## src/rtl/axis_pattern_gen_pkg.sv

```systemverilog
// Shared types and helpers for the AXI-Stream pattern generator.
// Holds mode/state encodings and the pattern word step function.
package axis_pattern_gen_pkg;

    typedef enum logic [1:0] {
        MODE_COUNTER = 2'd0,
        MODE_FIXED   = 2'd1,
        MODE_LFSR    = 2'd2
    } mode_t;

    typedef enum logic [1:0] {
        ST_INIT = 2'd0,
        ST_IDLE = 2'd1,
        ST_SEND = 2'd2,
        ST_GAP  = 2'd3
    } state_t;

    localparam logic [15:0] LFSR_TAPS = 16'hB400;

    // Mode 3 is not a named mode and falls through to counter behaviour.
    function automatic logic [15:0] next_word(
        input logic [1:0]  mode,
        input logic [15:0] word
    );
        logic [15:0] w;
        w = word + 16'd1;
        case (mode)
            MODE_FIXED: w = word;
            MODE_LFSR:  w = (word >> 1) ^ (word[0] ? LFSR_TAPS : 16'h0000);
            default:    w = word + 16'd1;
        endcase
        return w;
    endfunction

endpackage

```

## src/rtl/pattern_word_gen.sv

```systemverilog
// 16-bit pattern word register: load from seed, step on each accepted beat.
// An all-zero LFSR seed would lock up, so it is forced to 1 on load.
module pattern_word_gen
    import axis_pattern_gen_pkg::*;
(
    input  logic        clk,
    input  logic        resetn,
    input  logic        load,
    input  logic [15:0] seed,
    input  logic [1:0]  mode,
    input  logic        advance,
    output logic [15:0] word
);

    logic [1:0] mode_r;

    always_ff @(posedge clk) begin
        if (!resetn) begin
            word   <= 16'h0000;
            mode_r <= MODE_COUNTER;
        end else if (load) begin
            mode_r <= mode;
            if (mode == MODE_LFSR && seed == 16'h0000)
                word <= 16'h0001;
            else
                word <= seed;
        end else if (advance) begin
            word <= next_word(mode_r, word);
        end
    end

endmodule

```

## src/rtl/axis_pattern_gen.sv

```systemverilog
// Packetised AXI-Stream test-pattern source for datapath bring-up.
// FSM, beat/gap/packet counters and config latch; word replicated across the bus.
module axis_pattern_gen
    import axis_pattern_gen_pkg::*;
#(
    parameter int DATA_W        = 512,
    parameter int STARTUP_DELAY = 200000000
) (
    input  logic              clk,
    input  logic              resetn,
    input  logic              cfg_start,
    input  logic              cfg_stop,
    input  logic [1:0]        cfg_mode,
    input  logic [15:0]       cfg_seed,
    input  logic [15:0]       cfg_pkt_len,
    input  logic [31:0]       cfg_pkt_count,
    input  logic [15:0]       cfg_gap,
    output logic              busy,
    output logic [31:0]       pkts_sent,
    output logic [DATA_W-1:0] AXIS_TDATA,
    output logic              AXIS_TVALID,
    output logic              AXIS_TLAST,
    input  logic              AXIS_TREADY
);

    state_t      state;
    logic [31:0] dly;
    logic [15:0] len_r;
    logic [31:0] cnt_r;
    logic [15:0] gap_r;
    logic [15:0] beat;
    logic [15:0] gap_cnt;
    logic        stop_pend;
    logic [15:0] word;

    logic        start_ok;
    logic        accept;
    logic        done;
    logic [15:0] beat_nx;

    assign start_ok = (state == ST_IDLE) && cfg_start;
    assign accept   = AXIS_TVALID && AXIS_TREADY;
    assign beat_nx  = beat + 16'd1;
    assign done     = stop_pend || cfg_stop ||
                      (cnt_r != 32'd0 && (pkts_sent + 32'd1) == cnt_r);

    pattern_word_gen u_word (
        .clk     (clk),
        .resetn  (resetn),
        .load    (start_ok),
        .seed    (cfg_seed),
        .mode    (cfg_mode),
        .advance (accept),
        .word    (word)
    );

    assign AXIS_TDATA = {(DATA_W/16){word}};

    always_ff @(posedge clk) begin
        if (!resetn) begin
            state       <= ST_INIT;
            dly         <= 32'(STARTUP_DELAY);
            len_r       <= 16'd1;
            cnt_r       <= 32'd0;
            gap_r       <= 16'd0;
            beat        <= 16'd1;
            gap_cnt     <= 16'd0;
            stop_pend   <= 1'b0;
            busy        <= 1'b0;
            pkts_sent   <= 32'd0;
            AXIS_TVALID <= 1'b0;
            AXIS_TLAST  <= 1'b0;
        end else begin
            case (state)
                ST_INIT: begin
                    if (dly <= 32'd1)
                        state <= ST_IDLE;
                    else
                        dly <= dly - 32'd1;
                end
                ST_IDLE: begin
                    if (cfg_start) begin
                        len_r       <= (cfg_pkt_len == 16'd0) ? 16'd1 : cfg_pkt_len;
                        cnt_r       <= cfg_pkt_count;
                        gap_r       <= cfg_gap;
                        pkts_sent   <= 32'd0;
                        stop_pend   <= 1'b0;
                        busy        <= 1'b1;
                        beat        <= 16'd1;
                        AXIS_TVALID <= 1'b1;
                        AXIS_TLAST  <= (cfg_pkt_len <= 16'd1);
                        state       <= ST_SEND;
                    end
                end
                ST_SEND: begin
                    if (cfg_stop)
                        stop_pend <= 1'b1;
                    if (accept) begin
                        if (AXIS_TLAST) begin
                            pkts_sent <= pkts_sent + 32'd1;
                            beat      <= 16'd1;
                            if (done) begin
                                state       <= ST_IDLE;
                                busy        <= 1'b0;
                                AXIS_TVALID <= 1'b0;
                                AXIS_TLAST  <= 1'b0;
                            end else if (gap_r == 16'd0) begin
                                AXIS_TLAST <= (len_r == 16'd1);
                            end else begin
                                state       <= ST_GAP;
                                gap_cnt     <= gap_r;
                                AXIS_TVALID <= 1'b0;
                                AXIS_TLAST  <= 1'b0;
                            end
                        end else begin
                            beat       <= beat_nx;
                            AXIS_TLAST <= (beat_nx == len_r);
                        end
                    end
                end
                ST_GAP: begin
                    // A stop during the gap ends the run without another packet.
                    if (cfg_stop) begin
                        state <= ST_IDLE;
                        busy  <= 1'b0;
                    end else if (gap_cnt <= 16'd1) begin
                        state       <= ST_SEND;
                        AXIS_TVALID <= 1'b1;
                        AXIS_TLAST  <= (len_r == 16'd1);
                    end else begin
                        gap_cnt <= gap_cnt - 16'd1;
                    end
                end
                default: state <= ST_INIT;
            endcase
        end
    end

endmodule

```

## config.mk

```make
export PLATFORM = sky130hd
export DESIGN_NAME = axis_pattern_gen
export DESIGN_NICKNAME = d
export VERILOG_FILES = /design/src/rtl/axis_pattern_gen_pkg.sv /design/src/rtl/pattern_word_gen.sv /design/src/rtl/axis_pattern_gen.sv
export SDC_FILE = /design/constraint.sdc
export NUM_CORES = 1
export LEC_CHECK = 0
export ABC_CLOCK_PERIOD_IN_PS = 3130
export CORE_AREA = 5 5 240 242
export CTS_CLUSTER_SIZE = 8
export DETAILED_ROUTE_END_ITERATION = 7
export DIE_AREA = 0 0 245 247
export GPL_ROUTABILITY_DRIVEN = 0
export PLACE_DENSITY = 0.58
export SLEW_MARGIN = 20
export SYNTH_ARGS = -nofsm -noshare
export SYNTH_HDL_FRONTEND = slang
export SYNTH_SLANG_ARGS = --single-unit
```

## constraint.sdc

```tcl
create_clock -name clk -period 3.13 [get_ports clk]
set_input_delay 0.626 -clock clk [delete_from_list [all_inputs] [get_ports clk]]
set_output_delay 0.626 -clock clk [all_outputs]
set_load 0.005 [all_outputs]
```

Yosys cells after proc, flatten, opt, wreduce, memory -nomap -nowiden
Cells that the tools add are included.
{"block": "classes", "div": 0, "n_eq_ne": 24, "n_reduce_logical": 26, "n_shift": 0, "n_mul": 0, "addsub": 5, "order_cmp": 3, "muxes": 54, "n_bitwise": 2}
{"operator": "$mux W16", "n": 14}
{"operator": "$mux W32", "n": 3}
{"operator": "$pmux W16 S2", "n": 3}
{"operator": "$pmux W32 S2", "n": 1}
{"operator": "$logic_not A16 Y1", "n": 3}
{"operator": "$add A16 B1 Y16 const B", "n": 2}
{"operator": "$add A32 B1 Y32 const B", "n": 1}
{"operator": "$eq A32 B32 Y1", "n": 1}
{"operator": "$le A16 B1 Y1 const B", "n": 2}
{"operator": "$le A32 B1 Y1 const B", "n": 1}
{"operator": "$reduce_bool A32 Y1", "n": 1}
{"operator": "$sub A32 B1 Y32 const B", "n": 1}
{"operator": "$ne A2 B2 Y1 const B", "n": 13}
{"operator": "$mux W1", "n": 20}
{"operator": "$eq A16 B1 Y1 const B", "n": 1}
{"operator": "$eq A16 B16 Y1", "n": 1}
{"operator": "$mux W2", "n": 8}
{"operator": "$sub A16 B1 Y16 const B", "n": 1}
{"operator": "$xor A15 B16 Y16", "n": 1}
{"operator": "$reduce_and A7 Y1", "n": 2}
{"operator": "$reduce_and A6 Y1", "n": 2}
{"operator": "$pmux W1 S3", "n": 3}
{"operator": "$eq A2 B2 Y1 const B", "n": 4}
{"operator": "$pmux W2 S4", "n": 1}
{"operator": "13 further kinds", "n": 24}
{"block": "word_totals", "reg_bits": 184, "mem_count": 0, "ram_bits": 0, "rom_bits": 0, "inputBits": 87, "output_inout_bits": 547, "elab_cells": 128, "latchBits": 0}

Depth between registers and ports, before layout
{"block": "logic_depth", "word_depth": 8, "ltp_mapped": 13, "ltp_nobuf": 11}

Hierarchy
Synthesis repeated with hierarchy kept, for this count alone.
{"block": "hier_totals", "hier_cells": 1893, "area_unflattened_um2": 14118.5}
{"mod": "axis_pattern_gen", "seq_area_each_um2": 3323.2, "instances": 1, "cells_each": 1701, "area_per_inst_um2": 12687.2}
{"mod": "pattern_word_gen", "seq_area_each_um2": 360.3, "instances": 1, "cells_each": 192, "area_per_inst_um2": 1431.4}

Worst setup path before layout
Ideal clock, no wire load.
{"block": "synth_path", "path_kind": "reg-to-reg", "from": "register pkts_sent[0]", "to": "register gap_cnt[9]", "arrival_ns": 3.341, "t_required_ns": 3.013, "setup_ns": 0.117, "stages_incl_launch_ff": 13, "path_slack_ns": -0.328, "path_buffers": 3, "period_less_slack_ns": 3.458, "cell_sequence": "dfxtp_1 -> ha_1 -> buf_2 -> nand3_1 -> or4_1 -> buf_2 -> or4_4 -> xnor2_1 -> or3_2 -> nor3_4 -> a21oi_4 -> buf_6 -> a32o_1"}
{"block": "synth_between", "elab_chain_cells": 6}
{"element": "from (decl)", "line_no": "axis_pattern_gen.sv:19", "text": "output logic [31:0] pkts_sent,"}
{"element": "from (signal assigned)", "line_no": "axis_pattern_gen.sv:100", "text": "pkts_sent <= pkts_sent + 32'd1;"}
{"element": "$add A32 B1 Y32", "line_no": "axis_pattern_gen.sv:45", "text": "(cnt_r != 32'd0 && (pkts_sent + 32'd1) == cnt_r);"}
{"element": "$eq A32 B32 Y1", "line_no": "axis_pattern_gen.sv:45"}
{"element": "$logic_and A1 B1 Y1", "line_no": "axis_pattern_gen.sv:45"}
{"element": "$logic_or A1 B1 Y1", "line_no": "axis_pattern_gen.sv:44", "text": "assign done = stop_pend || cfg_stop ||"}
{"element": "$ne A2 B2 Y1 (no line)"}
{"element": "$reduce_and A7 Y1 (no line)"}
{"element": "to (signal assigned)", "line_no": "axis_pattern_gen.sv:111", "text": "gap_cnt <= gap_r;"}
{"element": "to (signal assigned)", "line_no": "axis_pattern_gen.sv:131", "text": "gap_cnt <= gap_cnt - 16'd1;"}
{"element": "to (decl)", "line_no": "axis_pattern_gen.sv:32", "text": "logic [15:0] gap_cnt;"}
Every way passes these cells.
A chain may end at the register's enable or synchronous reset.

Final worst setup path
Same ends and word-level chain as after synthesis.

==> metrics.cfg <==
[global_route]
grt_pass1_vias=12100
grt_antenna_before_repair=2
gr-total-overflow=0
grt_pass1_wl_um=72000
track_usage_pct=14.9
grt_max_degree=70

[timing]
slew-limit-headroom_pct=45.7
rsz0062_at_grt=true
slew_viol_final=0
fmax_ghz=0.327
fin_crit_sh_pct=97.8
hold_ws_ns=0.462
worst_pin_slew_ns=0.814
min_period_ns=3.06
finalSetupViolations=0
fin_skew_ns=0.00746
hold_violations=0

[clocking]
cts-htree-levels=4
hold_buffers=0
clock_path_buffers=2
tritoncts.num_buffers=17
clk_pin_slew_ns=0.07
cts_sinks=184
clock-root-buffer=clkbuf_16
cts_tree=built
clock_latency_ns=0.44

[floorplan]
die_h_um=247
die_w_um=245
initial_utilization_pct=25.0
dieArea_um2=60500
io_pins=634
coreArea_um2=54900
rows=86

[synthesis]
syn_inst=1807
synth_top_area_share_pct=27.2
syn-cell-area_um2=13700
avgSynthCellArea_um2=7.59
ys_seq_area_share_pct=26.8
synth_ff_type=dfxtp_1
synth_top_family_by_area=buffers and inverters
synth_edf_count=0
synth_compound_area_share_pct=13.9
synthAdderAreaFrac_pct=0.638
yosysUniqueCellTypes=78
yosysTopAreaCell=buf_4
ys_ff_latch=184
async_flop_share_pct=0
synth_fp_nets=1901
ys_top_cells_by_area=buf_4, dfxtp_1, nand2_1, a21oi_1, xnor2_1
synth-xor-area-share_pct=7.15
yosys_warnings=0
synth-simple-area-share_pct=21.0
synth_mux_area_share_pct=0.529

[detailed_routing]
drt_iter0_drc=981
avgViaCountPerCell=4.67
drcViolationCount=0
ant_nets=0
route.vias.total=12600
wl_um=49100
wl_per_cell_um=18.1
first_pass_iters=5

[worst_setup_path]
rrSetupSlack_ns=0.07
cp-end-kind=register
critPathRequiredTime_ns=3.46
cp_data_arrival_time_ns=3.40
path_class=register to register
crit_fanout=11
startpoint_type=register

[power]
pwr-share-comb_pct=47.6
cellPowerDensity_nw_per_um2=519
p_clk_share_pct=22.2
power.leakage_nw=6.36
power.internal_w=0.00621
power.switching_w=0.00335
swShare_pct=35.1
peakVddDrop_v=0.000331
pwr-share-seq_pct=30.2

[run_status]
status=complete, no violations

[place]
hpwl_um=38300
io_buffers=633

[finish]
drive_gt1_share_pct=9.25
post-route-util_pct=33.6
fin_nets=2083
area_growth_pct=34.2

[run]
cap_viol_max_count=0

[min_path]
worstHoldPathType=register to register

registers in the layout, summed over array words and instances, names as in the netlist:
name / flops
busy: 1
u_word.mode_r: 2
u_word.word: 16
state: 2
AXIS_TVALID: 1
AXIS_TLAST: 1
gap_cnt: 16
gap_r: 16
cnt_r: 32
len_r: 16
stop_pend: 1
beat: 16
pkts_sent: 32
dly: 32
final cells by class:
| type | count | area [µm²] |
|---|---|---|
| diodes | 2 | 5.00 |
| clock buffers | 19 | 453 |
| clock inverters | 12 | 118 |
| fillers | 5645 | 36500 |
| inverters | 17 | 65.1 |
| multi-input cells | 1034 | 6050 |
| flip-flops and latches | 184 | 3700 |
| well taps | 704 | 881 |
| repair buffers | 735 | 7140 |
power groups by stage:
stage | registers [W] | logic (W) | clock network, W
6_report | 0.00289 | 0.00455 | 0.00212
5_1_grt | 0.00293 | 0.00491 | 0.00226
4_1_cts | 0.00289 | 0.00455 | 0.00218
3_5_place_dp | 0.00294 | 0.00455 | 0
3_3_place_gp | 0.00293 | 0.00451 | 0
2_1_floorplan | 0.00297 | 0.00294 | 0
cells in the mapped netlist, types with 6 or more instances:
master,count
o21a_1,6
nand2_1,259
and3_1,15
or4_1,7
a22oi_1,9
o21ai_0,63
ha_1,7
inv_1,17
xor2_1,44
buf_4,497
dfxtp_1,184
xnor2_1,68
o21ai_1,9
a21oi_1,131
or3_1,22
nand4_1,24
o2bb2ai_1,6
o31ai_1,17
nor2_1,90
nor3_1,41
nand3_1,45
o211ai_1,9
nor4_1,40
and4_1,8
a211oi_1,8
o221ai_1,10
buf_2,9
a31oi_1,8
clkbuf_1,61
layout by cell type, fill, tap and decap left out, drive strengths merged, types with 6 or more instances in the layout:
cell and count:
xnor2 68, o2bb2ai 6, o211ai 9, buf 102
nor4 44, xor2 44, or3 23, nand4 25
a21oi 133, nor2 90, clkbuf 19, ha 7
clkdlybuf4s50 633, nand3 47, a31oi 8, o31ai 17
nor3 43, and3 15, a211oi 9, dfxtp 184
and4 9, inv 21, nand2 259, o21ai 72
or4 9, o21a 6, o221ai 10, a22oi 9
through the flow:
step	setup TNS (ns)	instances	setup slack (ns)	area, µm²	power [W]
6_report	0	2707	0.0681	18400	0.00956
4_1_cts	-0.0250	2703	-0.0150	18300	0.00963
5_1_grt	-0.111	2705	-0.0378	18400	0.0101
3_3_place_gp	0	2672	0.0238	17800	0.00745
2_1_floorplan	0	1807	0.0268	13800	0.00591
3_5_place_dp	-0.0413	2672	-0.0413	17800	0.00749
timing repair:
action                     4_1_cts  5_1_grt
hold endpoints to repair         0        0
gates cloned                     0        1
gates resized for setup          2       14
buffers inserted                 0        1
pin swaps                        1        3
setup endpoints to repair        3       39
final timing paths:
kind,startpoint,cells after the start,to
worst max-delay path,pkts_sent[0]$_SDFFE_PN0P_,10,gap_cnt[9]$_SDFFE_PN0P_
worst min-delay path,u_word.mode_r[0]$_SDFFE_PN0P_,2,u_word.mode_r[0]$_SDFFE_PN0P_
worst max register to register,pkts_sent[0]$_SDFFE_PN0P_,10,gap_cnt[9]$_SDFFE_PN0P_
worst min register to register,u_word.mode_r[0]$_SDFFE_PN0P_,2,u_word.mode_r[0]$_SDFFE_PN0P_
layer usage:
layer  up-vias  global-route usage [%]  routed length [µm]
met5         -                       0                  13
met4         2                    4.39                1170
li1       6038                       -                   -
met1      6004                    18.3               20100
met3        65                    3.15                3570
met2       525                    26.1               24200
critical path: stages, from the launching register on:
cell     delay (ns)
dfxtp_4        0.37
ha_4           0.15
nand3_4        0.07
or4_4          0.54
or4_4          0.51
xnor2_1        0.14
or3_4          0.35
nor3_4         0.25
buf_4          0.18
a21oi_4        0.12
a32o_1         0.29
cell families (layout without fill, tap and decap cells):
group	count (synthesis)	after routing
compound gates	313	314
xor+xnor	112	112
fa+ha+maj	7	7
buf+inv	590	783
flops	184	184
mux	7	7
other cells	0	2
simple gates	594	594
Note: power is estimated with default switching activity, not from simulation.
